### src/rtl/debounce_pkg.sv
`default_nettype none
// ============================================================================
// Module      : debounce_pkg
// Description : Shared state encodings and width helper for the scanned
//               button debounce controller and its timing sub-blocks.
// Revision    : 1.0 - initial release
// ============================================================================
package debounce_pkg;

    // Per-channel debounce state; the two IDLE states hold an accepted level,
    // the two WAIT states are qualifying a candidate new level.
    typedef enum logic [1:0] {
        ST_IDLE_LO = 2'd0,
        ST_WAIT_HI = 2'd1,
        ST_IDLE_HI = 2'd2,
        ST_WAIT_LO = 2'd3
    } deb_state_t;

    // Bits needed to hold values 0..x-1, never less than one bit.
    function automatic int width_of(input int x);
        return (x <= 1) ? 1 : $clog2(x);
    endfunction

endpackage
`default_nettype wire

### src/rtl/tick_prescaler.sv
`default_nettype none
// ============================================================================
// Module      : tick_prescaler
// Description : Free-running divider that emits a one-cycle tick every
//               TICK_DIV enabled clocks. Frozen while en is low.
// Revision    : 1.0 - initial release
// ============================================================================
module tick_prescaler #(
    parameter int TICK_DIV = 100000
) (
    input  logic clk,
    input  logic reset_n,
    input  logic en,
    output logic tick
);
    import debounce_pkg::*;

    localparam int                 c_cnt_w = width_of(TICK_DIV);
    localparam logic [c_cnt_w-1:0] c_last  = c_cnt_w'(TICK_DIV - 1);

    logic [c_cnt_w-1:0] r_cnt;

    // Count 0..TICK_DIV-1 on enabled cycles, wrapping to zero.
    always_ff @(posedge clk) begin
        if (!reset_n) begin
            r_cnt <= '0;
        end else if (en) begin
            r_cnt <= (r_cnt == c_last) ? '0 : r_cnt + 1'b1;
        end
    end

    // Tick marks the wrap cycle, so it only fires while running.
    assign tick = en && (r_cnt == c_last);

endmodule
`default_nettype wire

### src/rtl/debounce_scan_ctrl.sv
`default_nettype none
// ============================================================================
// Module      : debounce_scan_ctrl
// Description : Time-multiplexed debouncer. One debounce datapath and one
//               prescaler are shared round-robin across N_CH buttons; the
//               per-channel state lives in small register arrays.
// Revision    : 1.0 - initial release
// ============================================================================
module debounce_scan_ctrl #(
    parameter int N_CH         = 4,
    parameter int TICK_DIV     = 100000,
    parameter int STABLE_TICKS = 20
) (
    input  logic                                       clk,
    input  logic                                       reset_n,
    input  logic                                       en,
    input  logic [N_CH-1:0]                            noisy,
    output logic [N_CH-1:0]                            debounced,
    output logic [N_CH-1:0]                            rise,
    output logic [N_CH-1:0]                            fall,
    output logic [debounce_pkg::width_of(N_CH)-1:0]    scan_idx
);
    import debounce_pkg::*;

    localparam int                 c_idx_w    = width_of(N_CH);
    localparam int                 c_cnt_w    = width_of(STABLE_TICKS);
    localparam logic [c_idx_w-1:0] c_last_idx = c_idx_w'(N_CH - 1);
    localparam logic [c_cnt_w-1:0] c_last_cnt = c_cnt_w'(STABLE_TICKS - 1);

    // Parameter sanity: the scan must visit every channel within one tick.
    if (N_CH < 1) begin : g_bad_n_ch
        $error("debounce_scan_ctrl: N_CH must be >= 1");
    end
    if (TICK_DIV < N_CH) begin : g_bad_tick_div
        $error("debounce_scan_ctrl: TICK_DIV must be >= N_CH");
    end
    if (STABLE_TICKS < 2) begin : g_bad_stable
        $error("debounce_scan_ctrl: STABLE_TICKS must be >= 2");
    end

    logic [N_CH-1:0]    r_sync1;
    logic [N_CH-1:0]    r_sync2;
    deb_state_t         r_state [N_CH];
    logic [c_cnt_w-1:0] r_count [N_CH];
    logic [N_CH-1:0]    r_pending;
    logic [c_idx_w-1:0] r_scan_idx;
    logic [N_CH-1:0]    r_debounced;
    logic [N_CH-1:0]    r_rise;
    logic [N_CH-1:0]    r_fall;

    logic               w_tick;
    logic               w_in;
    deb_state_t         w_state;
    logic [c_cnt_w-1:0] w_count;
    logic               w_pend;

    tick_prescaler #(
        .TICK_DIV (TICK_DIV)
    ) u_prescaler (
        .clk     (clk),
        .reset_n (reset_n),
        .en      (en),
        .tick    (w_tick)
    );

    // Views of the channel currently under the scan pointer.
    assign w_in    = r_sync2[r_scan_idx];
    assign w_state = r_state[r_scan_idx];
    assign w_count = r_count[r_scan_idx];
    assign w_pend  = r_pending[r_scan_idx];

    // Two-flop synchronizer; runs regardless of en so inputs stay fresh.
    always_ff @(posedge clk) begin
        if (!reset_n) begin
            r_sync1 <= '0;
            r_sync2 <= '0;
        end else begin
            r_sync1 <= noisy;
            r_sync2 <= r_sync1;
        end
    end

    // Scan pointer, pending ticks and the shared debounce FSM for the visited channel.
    always_ff @(posedge clk) begin
        if (!reset_n) begin
            for (int i = 0; i < N_CH; i++) begin
                r_state[i] <= ST_IDLE_LO;
                r_count[i] <= '0;
            end
            r_pending   <= '0;
            r_scan_idx  <= '0;
            r_debounced <= '0;
            r_rise      <= '0;
            r_fall      <= '0;
        end else begin
            r_rise <= '0;
            r_fall <= '0;
            if (en) begin
                r_scan_idx <= (r_scan_idx == c_last_idx) ? '0 : r_scan_idx + 1'b1;

                // A fresh tick outranks the clear from this visit, so the
                // visited channel keeps the new tick for its next visit.
                if (w_tick) begin
                    r_pending <= '1;
                end else begin
                    r_pending[r_scan_idx] <= 1'b0;
                end

                case (w_state)
                    ST_IDLE_LO: begin
                        if (w_in) begin
                            r_state[r_scan_idx] <= ST_WAIT_HI;
                            r_count[r_scan_idx] <= '0;
                        end
                    end
                    ST_WAIT_HI: begin
                        if (!w_in) begin
                            r_state[r_scan_idx] <= ST_IDLE_LO;
                            r_count[r_scan_idx] <= '0;
                        end else if (w_pend) begin
                            if (w_count == c_last_cnt) begin
                                r_state[r_scan_idx]     <= ST_IDLE_HI;
                                r_count[r_scan_idx]     <= '0;
                                r_rise[r_scan_idx]      <= 1'b1;
                                r_debounced[r_scan_idx] <= 1'b1;
                            end else begin
                                r_count[r_scan_idx] <= w_count + 1'b1;
                            end
                        end
                    end
                    ST_IDLE_HI: begin
                        if (!w_in) begin
                            r_state[r_scan_idx] <= ST_WAIT_LO;
                            r_count[r_scan_idx] <= '0;
                        end
                    end
                    ST_WAIT_LO: begin
                        if (w_in) begin
                            r_state[r_scan_idx] <= ST_IDLE_HI;
                            r_count[r_scan_idx] <= '0;
                        end else if (w_pend) begin
                            if (w_count == c_last_cnt) begin
                                r_state[r_scan_idx]     <= ST_IDLE_LO;
                                r_count[r_scan_idx]     <= '0;
                                r_fall[r_scan_idx]      <= 1'b1;
                                r_debounced[r_scan_idx] <= 1'b0;
                            end else begin
                                r_count[r_scan_idx] <= w_count + 1'b1;
                            end
                        end
                    end
                    default: begin
                        r_state[r_scan_idx] <= ST_IDLE_LO;
                        r_count[r_scan_idx] <= '0;
                    end
                endcase
            end
        end
    end

    assign debounced = r_debounced;
    assign rise      = r_rise;
    assign fall      = r_fall;
    assign scan_idx  = r_scan_idx;

endmodule
`default_nettype wire
### config.mk
export PLATFORM = sky130hd
export DESIGN_NAME = debounce_scan_ctrl
export DESIGN_NICKNAME = d
export VERILOG_FILES = /design/src/rtl/debounce_pkg.sv /design/src/rtl/tick_prescaler.sv /design/src/rtl/debounce_scan_ctrl.sv
export SDC_FILE = /design/constraint.sdc
export NUM_CORES = 1
export LEC_CHECK = 0
export ABC_AREA = 1
export CAP_MARGIN = 20
export CELL_PAD_IN_SITES_DETAIL_PLACEMENT = 0
export CELL_PAD_IN_SITES_GLOBAL_PLACEMENT = 1
export CORE_MARGIN = 4
export CORE_UTILIZATION = 44
export DETAILED_ROUTE_END_ITERATION = 7
export GPL_TIMING_DRIVEN = 0
export PLACE_DENSITY = 0.86
export SLEW_MARGIN = 30
export SYNTH_ARGS = -nofsm -noshare
export SYNTH_HDL_FRONTEND = slang
export SYNTH_SLANG_ARGS = --single-unit
### constraint.sdc
create_clock -name clk -period 2.8 [get_ports clk]
set_input_delay 0.28 -clock clk [delete_from_list [all_inputs] [get_ports clk]]
set_output_delay 0.28 -clock clk [all_outputs]
set_load 0.02 [all_outputs]
# == Word-level counts from Yosys, hierarchy flattened ==
# Memory sizes are Yosys's and may differ from the RTL's. A register that Yosys moved wholly into a read port is not among the register bits.
# Cells that the tools add are included.
# totals
reg_bits,43
ramBits,28
in_bits,7
out_inout_bits,14
word_cells,138
n_memories,2
# classes
n_addsub,3
magnitude_cmp,2
eq_ne,12
muxes,83
bitwise,19
n_reduce_logical,9
# mem_list
memory,words,width,read_ports,rd_ports_with_merged_regs,write_ports,line,rtl
r_count,4,5,1,1,4,debounce_scan_ctrl.sv:44,logic [c_cnt_w-1:0] r_count [N_CH];
r_state,4,2,1,1,4,debounce_scan_ctrl.sv:43,deb_state_t r_state [N_CH];
# ops
cell,n
1-bit two-way mux,48
5-bit two-way mux,8
4-bit two-way mux,9
2-bit two-way mux,13
17-bit by 1-bit adder with 17-bit output (second input constant),1
17-bit == test (second input constant),1
17-bit two-way mux,1
2-bit inequality test (second input constant),6
1-bit bitwise OR,12
4-bit AND,2
4-bit case mux with 2 select lines,1
8-bit AND reduction,1
2-bit == test (second input constant),3
5-bit by 1-bit adder with 5-bit output (second input constant),1
5-bit == test (second input constant),1
5-bit OR reduction,1
1-bit binary-select mux with 2-bit select,2
4-bit NOT,1
4-bit bitwise OR,1
4-bit AND reduction,1
4-bit OR reduction,1
2-bit by 3-bit less-than comparator with 1-bit output (second input constant),1
1-bit NOT,3
2-bit by 1-bit adder with 2-bit output (second input constant),1
7 further kinds,8

# == Logic depth before layout (Yosys ltp) ==
# logic_depth
word_depth,16
mapped_depth,18

# == Cells and area by module ==
# A second synthesis with hierarchy kept.
# unflattened
cells_unflattened,489
hier_area_um2,3806.2
# by_module_without_submodules
mod,n_inst,cells_each,area_per_inst_um2
debounce_scan_ctrl,1,348,2865.2
tick_prescaler,1,141,940.9

# == Worst setup path after synthesis ==
# OpenSTA, ideal clock, no wires.
# synth_path
kind,flip-flop to flip-flop
from,register with a tool-made name
to,memory r_count[0][0] (netlist bit) (enable)
arrival_ns,1.903
t_required_ns,2.487
slack_ns,0.584
stages_incl_launch_ff,15
period_less_slack_ns,2.216
path_cell_list,dfxtp_1 buf_6 buf_6 a21oi_1 o21ai_0 nand2_1 inv_1 ha_1 nand2_2 clkinv_2 a21boi_2 o21ai_4 nand3_2 nand3_1 nand2_1
# synth_rtl
item,line
"end, declared",debounce_scan_ctrl.sv:44

==> results.toml <==
[pwr]
clockPowerShare = 0.360
total_leakage_power_nw = 1.858
p_per_area_nw_per_um2 = 557.3
power_frac_comb = 0.138
swShare = 0.2667
power_mw = 2.323
seqPwrFrac = 0.502
ir_worst_vdd_mv = 0.2642
internal-power_mw = 1.703
power.net_switching_uw = 619.4

[synth]
syn-num-nets = 473
ys_types = 37
synth_area_leader_cell = "dfxtp_1"
syn_inst = 460
netlist_top_cells_area = "dfxtp_1, edfxtp_1, nand2_1"
synth_area_um2 = 3617
netlist.area_leader.share = 0.2490
avgSynthCellArea_um2 = 7.864
yosysSeqAreaShare = 0.4815
yosys_warnings = 0
ys_ff_latch = 73

[clock_network]
clk_latency_ns = 0.34
path_clk_slew_ns = 0.08
cts_tree = "yes"
cts_num_sinks = 73
clock-root-buffer = "clkbuf_8"
numCtsBuffers = 9
clock_path_buffers = 2
cts.htree.levels = 3
ctsHoldBuffers = 0

[run]
max-cap-violations = 0

[setup_path]
path_common_cell = "nand2_2"
cp_top_family = "simple AND/OR/NAND/NOR gates"
crit_path_max_incr_delay_ns = 0.37
crit_path_end_kind = "flip-flop"
cp_data_arrival_time_ns = 2.59
worstPathCellList = "clkbuf_4, a21oi_1, o21ai_0, nand2_1, inv_1, ha_1, nand2_2, clkinv_2, a21boi_2, o21ai_4, nand3_2, nand3_1, nand2_2"
worstSetupPathType = "reg -> reg"
critPathSlowestCell = "dfxtp_1"
worst-path-max-fanout = 10
worst-path-buf-inv = 3
cp.required_ns = 2.85
startpoint_type = "flip-flop"

[timing]
worst_slack_ns = 0.2537
finalHoldViolCount = 0
fin_skew_ns = 0.007686
relSlewSlack = 0.6380
max_freq_ghz = 0.3927
drv_slew = 0
worst_pin_slew_ns = 0.5431
period_share = 0.9094
finalHoldWorstSlack_ns = 0.2089
post-route-min-period_ns = 2.546
setup_viol = 0
rsz0062_at_grt = "false"
tns_ns = 0

[detailed_routing]
wl_um = 7637
dr.max_layer_used = "met4"
via_count = 2894
ant_nets = 0
wl_met3_um = 268
detailedRoute.firstIterationViolations = 93
drt-pass1-iter-count = 4
post_drt_wl_per_cell_um = 12.77
via_per_inst = 4.839
wl_met1_um = 3237
drc = 0
met2_length_um = 4020

[global_routing]
grt_max_degree = 13
grt_pass1_wl_um = 13120
grt_usage = 0.1673
overflow = 0
grt_pass1_vias = 2868
antenna_found_initial = 0

[floorplanning]
die_x_um = 98.67
core_um2 = 7848
start_util = 0.4609
die_area_um2 = 9736
die_h_um = 98.67
io-pin-count = 21
num_rows = 32

[layout]
utilization = 0.5311
layout.cells.most_common = "nand2_1"
syn_to_final_growth_pct = 15.22
n_antenna_cell = 0
layoutNonFillerInstCount = 598
fin_area_um2 = 4168
layout_common_cells = "nand2_1, inv_1, nor2_1"
final_nets = 504
layout-drive-gt1-share = 0.1431

[min_path]
hp-start = "en"
min-delay-path-class = "in -> reg"

[place]
dpl_cell_area_um2 = 3925
dp_cells = 580
dp_hpwl_um = 5887
numPortBuffers = 18
gp_congestion = 0.8826
dp_slack_ns = 0.08068

[status]
status = "finished, final reports clean"
[worst reg2reg max path: stages, from the launching register on]
cell      delay [ns]
dfxtp_1         0.37
clkbuf_4        0.21
a21oi_1         0.12
o21ai_0         0.09
nand2_1         0.16
inv_1           0.08
ha_1            0.26
nand2_2         0.12
clkinv_2        0.10
a21boi_2        0.18
o21ai_4         0.14
nand3_2         0.13
nand3_1         0.12
nand2_2         0.15
[area by class of cell]
class	count	area, um2
fillers	798	3680
multi-input cells	303	1519
plain buffers	14	112.6
inverters	70	266.5
well taps	102	127.6
clock buffers	11	151.4
clock inverters	5	53.80
flip-flops and latches	73	1742
repair buffers	20	195.2
[power groups by stage]
stage	combinational, mW	clock (mW)	sequential (mW)
after floorplan	0.236	0	1.19
after global placement	0.309	0	1.19
after detailed placement	0.316	0	1.19
after CTS	0.317	0.856	1.17
after global routing	0.360	0.914	1.17
final	0.320	0.837	1.17
[final timing paths]
check / endpoint / cells after the start / slack [ns]
worst max-delay path: r_count[1][4]$_SDFFCE_PN0P_ / 13 / 0.25
worst min-delay path: u_prescaler.r_cnt[0]$_SDFFE_PN0P_ / 2 / 0.21
worst max register to register: r_count[1][4]$_SDFFCE_PN0P_ / 13 / 0.25
worst min register to register: r_sync2[3]$_SDFF_PN0_ / 2 / 0.41
[repair_timing]
item                                    in CTS  in global routing
gates resized for setup                      0                  8
buffers inserted                             0                  2
endpoints found under the setup margin       0                 20
[sequential cells by signal, summed over array words and instances, names as in the netlist, named ones only]
signal	cells
r_state	8
rise	4
scan_idx	2
r_sync2	4
u_prescaler.r_cnt	17
r_pending	4
r_sync1	4
fall	4
r_count	20
[synth_stat cells]
master,count
xnor2_1,1
nor3_2,1
nand3_4,1
clkbuf_1,1
nor3_1,7
nand4_1,16
clkinv_2,1
ha_1,6
nor3b_1,1
nor2_2,7
a211oi_1,2
o21ai_1,3
buf_1,1
inv_1,59
nor4_1,2
o21a_1,1
dfxtp_1,45
nand2_4,1
buf_6,4
nor2_1,57
inv_4,1
nand3_1,39
buf_8,1
buf_4,3
nand2_2,11
edfxtp_1,28
inv_2,7
nor2_8,1
nand3_2,1
a21boi_2,1
buf_2,4
o21ai_0,16
nand2_1,101
a21oi_1,22
o21ai_4,1
clkinv_1,2
xor2_1,4
[logic make-up after synthesis]
kind of cell | Yosys count | synth area share
AO/OA/AOI/OAI | 46 | 0.07057
XOR/XNOR | 5 | 0.01211
adder cells (fa/ha/maj) | 6 | 0.02075
buffers and inverters | 84 | 0.1041
flip-flops | 73 | 0.4815
AND/OR/NAND/NOR | 246 | 0.3110
[routing by layer]
layer  global-route usage  vias up
li1                     -     1544
met1               0.1920     1301
met2               0.3084       38
met3              0.03822       11
met4              0.04937        0
met5                    0        -
(Power assumes the default switching activity.)
